==> config.mk <==
export PLATFORM = sky130hd
export DESIGN_NAME = mips_multicycle_control
export DESIGN_NICKNAME = d
export VERILOG_FILES = /design/src/rtl/mips_multicycle_control.sv
export SDC_FILE = /design/constraint.sdc
export NUM_CORES = 1
export LEC_CHECK = 0
export ABC_AREA = 1
export CAP_MARGIN = 20
export CORE_MARGIN = 2
export CORE_UTILIZATION = 29
export CTS_BUF_LIST = sky130_fd_sc_hd__clkbuf_2 sky130_fd_sc_hd__clkbuf_4 sky130_fd_sc_hd__clkbuf_8
export DETAILED_ROUTE_END_ITERATION = 8
export PLACE_DENSITY = 0.62
export SYNTH_ARGS = -nofsm -noshare
export SYNTH_HDL_FRONTEND = slang
export SYNTH_SLANG_ARGS = --single-unit
==> constraint.sdc <==
create_clock -name clk -period 1.8 [get_ports clk]
set_input_delay 0.27 -clock clk [delete_from_list [all_inputs] [get_ports clk]]
set_output_delay 0.27 -clock clk [all_outputs]
set_load 0.03 [all_outputs]
==> src/rtl/mips_multicycle_control.sv <==
// Multicycle MIPS control unit: sequences each instruction through
// fetch/decode/execute/memory/writeback, drives every datapath strobe,
// flags unsupported encodings and counts retired instructions.
module mips_multicycle_control #(
    parameter int unsigned CNT_W = 16
) (
    input  logic             clk,
    input  logic             rst,
    input  logic [5:0]       opcode,
    input  logic [5:0]       func,
    input  logic             zero,
    output logic             PCWrite,
    output logic             IRWrite,
    output logic [1:0]       PCSrc,
    output logic             RegWrite,
    output logic             RegDst,
    output logic             MemRead,
    output logic             MemWrite,
    output logic             ALUSrc,
    output logic             MemToReg,
    output logic [2:0]       ALUOp,
    output logic             illegal,
    output logic [3:0]       state,
    output logic [CNT_W-1:0] instr_count
);

    typedef enum logic [3:0] {
        StFetch  = 4'd0,
        StDecode = 4'd1,
        StMemAdr = 4'd2,
        StMemRd  = 4'd3,
        StMemWb  = 4'd4,
        StMemWr  = 4'd5,
        StExec   = 4'd6,
        StAluWb  = 4'd7,
        StBranch = 4'd8,
        StJump   = 4'd9,
        StAddiEx = 4'd10,
        StAddiWb = 4'd11
    } state_e;

    localparam logic [5:0] OpRType = 6'h00;
    localparam logic [5:0] OpLw    = 6'h23;
    localparam logic [5:0] OpSw    = 6'h2B;
    localparam logic [5:0] OpBeq   = 6'h04;
    localparam logic [5:0] OpAddi  = 6'h08;
    localparam logic [5:0] OpJ     = 6'h02;

    localparam logic [2:0] AluAdd = 3'b000;
    localparam logic [2:0] AluSub = 3'b001;
    localparam logic [2:0] AluAnd = 3'b010;
    localparam logic [2:0] AluOr  = 3'b011;
    localparam logic [2:0] AluSlt = 3'b100;

    state_e           state_q, state_d;
    logic [CNT_W-1:0] cnt_q, cnt_d;
    logic             rtype_legal;
    logic [2:0]       func_aluop;
    logic             retire;

    // R-type function decode: ALU operation and legality of the func field.
    always_comb begin
        rtype_legal = 1'b1;
        func_aluop  = AluAdd;
        unique case (func)
            6'h20:   func_aluop = AluAdd;
            6'h22:   func_aluop = AluSub;
            6'h24:   func_aluop = AluAnd;
            6'h25:   func_aluop = AluOr;
            6'h2A:   func_aluop = AluSlt;
            default: rtype_legal = 1'b0;
        endcase
    end

    // Next-state and control-strobe decode; reset forces every strobe low.
    always_comb begin
        state_d  = StFetch;
        PCWrite  = 1'b0;
        IRWrite  = 1'b0;
        PCSrc    = 2'b00;
        RegWrite = 1'b0;
        RegDst   = 1'b0;
        MemRead  = 1'b0;
        MemWrite = 1'b0;
        ALUSrc   = 1'b0;
        MemToReg = 1'b0;
        ALUOp    = AluAdd;
        illegal  = 1'b0;
        retire   = 1'b0;
        case (state_q)
            StFetch: begin
                MemRead = 1'b1;
                IRWrite = 1'b1;
                PCWrite = 1'b1;
                state_d = StDecode;
            end
            StDecode: begin
                case (opcode)
                    OpLw, OpSw: state_d = StMemAdr;
                    OpBeq:      state_d = StBranch;
                    OpJ:        state_d = StJump;
                    OpAddi:     state_d = StAddiEx;
                    OpRType: begin
                        if (rtype_legal) begin
                            state_d = StExec;
                        end else begin
                            illegal = 1'b1;
                        end
                    end
                    default:    illegal = 1'b1;
                endcase
            end
            StMemAdr: begin
                ALUSrc  = 1'b1;
                state_d = (opcode == OpLw) ? StMemRd : StMemWr;
            end
            StMemRd: begin
                MemRead = 1'b1;
                ALUSrc  = 1'b1;
                state_d = StMemWb;
            end
            StMemWb: begin
                RegWrite = 1'b1;
                retire   = 1'b1;
            end
            StMemWr: begin
                MemWrite = 1'b1;
                ALUSrc   = 1'b1;
                retire   = 1'b1;
            end
            StExec: begin
                ALUOp   = func_aluop;
                state_d = StAluWb;
            end
            StAluWb: begin
                RegWrite = 1'b1;
                RegDst   = 1'b1;
                MemToReg = 1'b1;
                ALUOp    = func_aluop;
                retire   = 1'b1;
            end
            StBranch: begin
                ALUOp   = AluSub;
                PCSrc   = 2'b01;
                PCWrite = zero;
                retire  = 1'b1;
            end
            StJump: begin
                PCSrc   = 2'b10;
                PCWrite = 1'b1;
                retire  = 1'b1;
            end
            StAddiEx: begin
                ALUSrc  = 1'b1;
                state_d = StAddiWb;
            end
            StAddiWb: begin
                ALUSrc   = 1'b1;
                RegWrite = 1'b1;
                MemToReg = 1'b1;
                retire   = 1'b1;
            end
            // Unreachable codes 12-15 fall back to fetch with no strobes.
            default: state_d = StFetch;
        endcase
        if (!rst) begin
            PCWrite  = 1'b0;
            IRWrite  = 1'b0;
            PCSrc    = 2'b00;
            RegWrite = 1'b0;
            RegDst   = 1'b0;
            MemRead  = 1'b0;
            MemWrite = 1'b0;
            ALUSrc   = 1'b0;
            MemToReg = 1'b0;
            ALUOp    = AluAdd;
            illegal  = 1'b0;
            retire   = 1'b0;
        end
    end

    // Retired-instruction counter advances on the edge leaving a final state.
    always_comb begin
        cnt_d = cnt_q;
        if (retire) begin
            cnt_d = cnt_q + CNT_W'(1);
        end
    end

    // State and counter registers with asynchronous active-low reset.
    always_ff @(posedge clk or negedge rst) begin
        if (!rst) begin
            state_q <= StFetch;
            cnt_q   <= '0;
        end else begin
            state_q <= state_d;
            cnt_q   <= cnt_d;
        end
    end

    assign state       = state_q;
    assign instr_count = cnt_q;

endmodule

==> reports/qor.csv <==
stage,metric,value,unit
global_route,overflow left after global routing,0,
yosys,fraction of synthesized cell area taken by the top area cell type,0.330,
routing,highest layer used for signal routing,met4,
yosys,per-instance average area after synthesis,6.48,um2
yosys,cell types with the highest counts after synthesis,"nand2_1, nor2_1, inv_1",
routing,First DRT Iteration DRCs,73,
sta,final number of hold-violating endpoints,0,
worst_setup_path,"critical path, cell by cell","buf_4, clkdlybuf4s50_1",
layout,ANT cells,0,
worst_setup_path,count of buffer and inverter cells on the critical path,2,
global_route,first-pass GRT wire length,6.57,mm
status,status,"complete, no violations",
yosys,post-synth design cell area,1520,um2
routing,Vias,1632,
cts,number of buffers between clock root and the deepest sink,2,
yosys,Gate Count Post-Synth,234,
layout,layout overhead on the synthesized area,49.5,%
yosys,Seq cells post-synth,20,
cts,CTS tree,done,
cts,total clock sinks,20,
sta,worst clock skew on the final layout,0.733,ps
sta,worst-case hold slack,127,ps
global_route,maximum number of pins on one net before global-route repair,16,
routing,total detailed-routing wirelength,3.77,mm
cts,H-tree depth,1,
cts,Worst-Skew Late Latency,260,ps
yosys,proportion of register bits with asynchronous set or reset after synthesis,1.00,
job,max capacitance violation total,0,
worst_setup_path,max incr delay on CP,660,ps
sta,crit share post-route,0.982,
yosys,most common cell in the synthesized netlist,nand2_1,
worst_setup_path,library cell contributing the largest single delay on the critical path,clkdlybuf4s50_1,
yosys,top cell type by total area after synthesis,dfrtp_1,
floorplan,x dimension of the die,76.3,um
routing,wire length per cell after detailed routing,10.3,um
place,RePlAce Congestion,0.867,
sta,final count of pins violating max slew,0,
floorplan,CORE AREA,5070,um2
floorplan,starting density of the core,0.299,
yosys,sequential-to-total area share from yosys stat,0.330,
sta,number of setup violations in the final report,0,
floorplan,Total Die Area,5820,um2
worst_setup_path,Worst setup EP type,primary output,
floorplan,I/O pins,49,
routing,M1 wire length,1.75,mm
floorplan,die outline height,76.3,um
yosys,"Primary FF master, synth",dfrtp_1,
worst_setup_path,crit start category,flop,
power_and_ir_drop,PwrDens,975,nW/um2
sta,RSZ-0062 raised after global routing,true,
routing,DR WL met2,1.81,mm
place,estimated wirelength of the detail-placed design,3.04,mm
routing,remaining design rule violation count,0,
cts,clock transition at the registers of the reported paths,70,ps
floorplan,number of placement rows,26,
power_and_ir_drop,leakage power figure,1.12,nW
cts,root buffer cell,clkbuf_8,
sta,slew of the pin with the lowest slew margin,329,ps
routing,number of iterations in the first detailed-routing pass,4,
sta,min cycle time layout,1770,ps
layout,Final Cell Area,2270,um2
layout,fraction of layout cells with a size suffix above 1,0.196,
routing,routed length on met3,163,um
layout,fill cell count,532,
yosys,count of flip-flops with a built-in enable after synthesis,0,
routing,mean number of vias per cell,4.46,
sta,worst max-slew margin expressed relative to the limit,0.780,
place,standard cell area after detailed placement,2110,um2
global_route,Total Routing Usage GR,0.133,
yosys,Synthesized Nets,250,
worst_setup_path,Crit Path Category,flop to primary output,
sta,Fmax,566,MHz
worst_setup_path,Worst EP arrival,1500,ps
global_route,initial antenna violation count,0,
worst_setup_path,required time of the critical path,1530,ps
place,number of port buffers,48,
worst_setup_path,critical-path maximum fanout,4,
cts,number of clock buffers inserted by TritonCTS,3,
yosys,count of yosys warnings during synthesis,0,
worst_setup_path,family with the most delay on the worst path,buffers and inverters,
yosys,number of unique standard cell types used by synthesis,28,
yosys,dominant cells by area after synthesis,"dfrtp_1, nand2_1, nor2_1",
hold_path,Tightest Hold Check Type,input pin to asynchronous set/reset pin,
layout,number of nets in the layout,313,
routing,antenna-violating nets left,0,
power_and_ir_drop,worst voltage drop across the vdd grid,542,uV
global_route,vias in the first global route,1468,
[kinds of logic after synthesis]
group | share of synthesized area
simple gates | 0.443
buf+inv | 0.0924
flops | 0.330
compound gates | 0.0701
xor+xnor | 0.0561
fa+ha+maj | 0.00825
[flip-flops by register name, indices dropped and copies added (netlist names)]
name and count:
state 4, instr_count 16
[final cells by class]
| cell class | count | area, um2 | area share |
|---|---|---|---|
| sequential | 20 | 504 | 0.222 |
| inverter | 31 | 119 | 0.0524 |
| tap | 70 | 87.6 | 0.0386 |
| clock buffer | 4 | 55.1 | 0.0243 |
| multi-input combinational | 180 | 938 | 0.414 |
| timing repair buffer | 61 | 563 | 0.248 |
[per-layer routing]
layer | GRT usage | up-vias
met2 | 0.228 | 40
li1 | - | 862
met5 | 0 | -
met3 | 0.0166 | 6
met1 | 0.181 | 724
met4 | 0.0273 | 0
[stage by stage]
stage / setup TNS (ps) / std cells / setup WS [ps] / power (mW) / utilization
2_1_floorplan: 0 / 234 / 0.706 / 1.38 / -
3_3_place_gp: -5.97 / 358 / -5.97 / 1.82 / 0.415
3_5_place_dp: -1.40 / 358 / -1.40 / 1.83 / 0.415
4_1_cts: 0 / 364 / 2.66 / 2.20 / 0.432
5_1_grt: -147 / 366 / -63.5 / 2.36 / 0.447
6_report: 0 / 366 / 32.5 / 2.21 / 0.447
[repair_timing]
action / CTS / global route
hold buffers: 0 / 0
gates resized for setup: 6 / 18
setup endpoints to repair: 3 / 10
pin swaps: 0 / 1
hold endpoints to repair: 0 / 0
buffers inserted: 2 / 2
[placed cells by master, fill, tap and decap left out, drive strengths merged, types with 10 or more instances in the layout]
master / instances
buf: 27
clkdlybuf4s50: 31
dfrtp: 20
inv: 31
nand2: 89
nand3: 13
nand4: 10
nor2: 36
o21ai: 11
[final timing paths]
path,cells after the start,from,to,slack [ps]
min in group clk,1,instr_count[2]$_DFFE_PN0P_,instr_count[2]$_DFFE_PN0P_,520
max,2,state[2]$_DFF_PN0_,state[2],30
min reg2reg,1,instr_count[2]$_DFFE_PN0P_,instr_count[2]$_DFFE_PN0P_,520
max reg2reg,7,instr_count[0]$_DFFE_PN0P_,instr_count[8]$_DFFE_PN0P_,350
max in group asynchronous,3,rst,state[1]$_DFF_PN0_,1330
min,2,rst,instr_count[3]$_DFFE_PN0P_,130
[where the power goes]
group / total, mW / switching [mW] / internal, mW
registers: 0.718 / 0.152 / 0.566
logic: 1.15 / 0.697 / 0.453
clock network: 0.341 / 0.147 / 0.195
total: 2.21 / 0.996 / 1.21
Power figures use the tool's default switching activity.
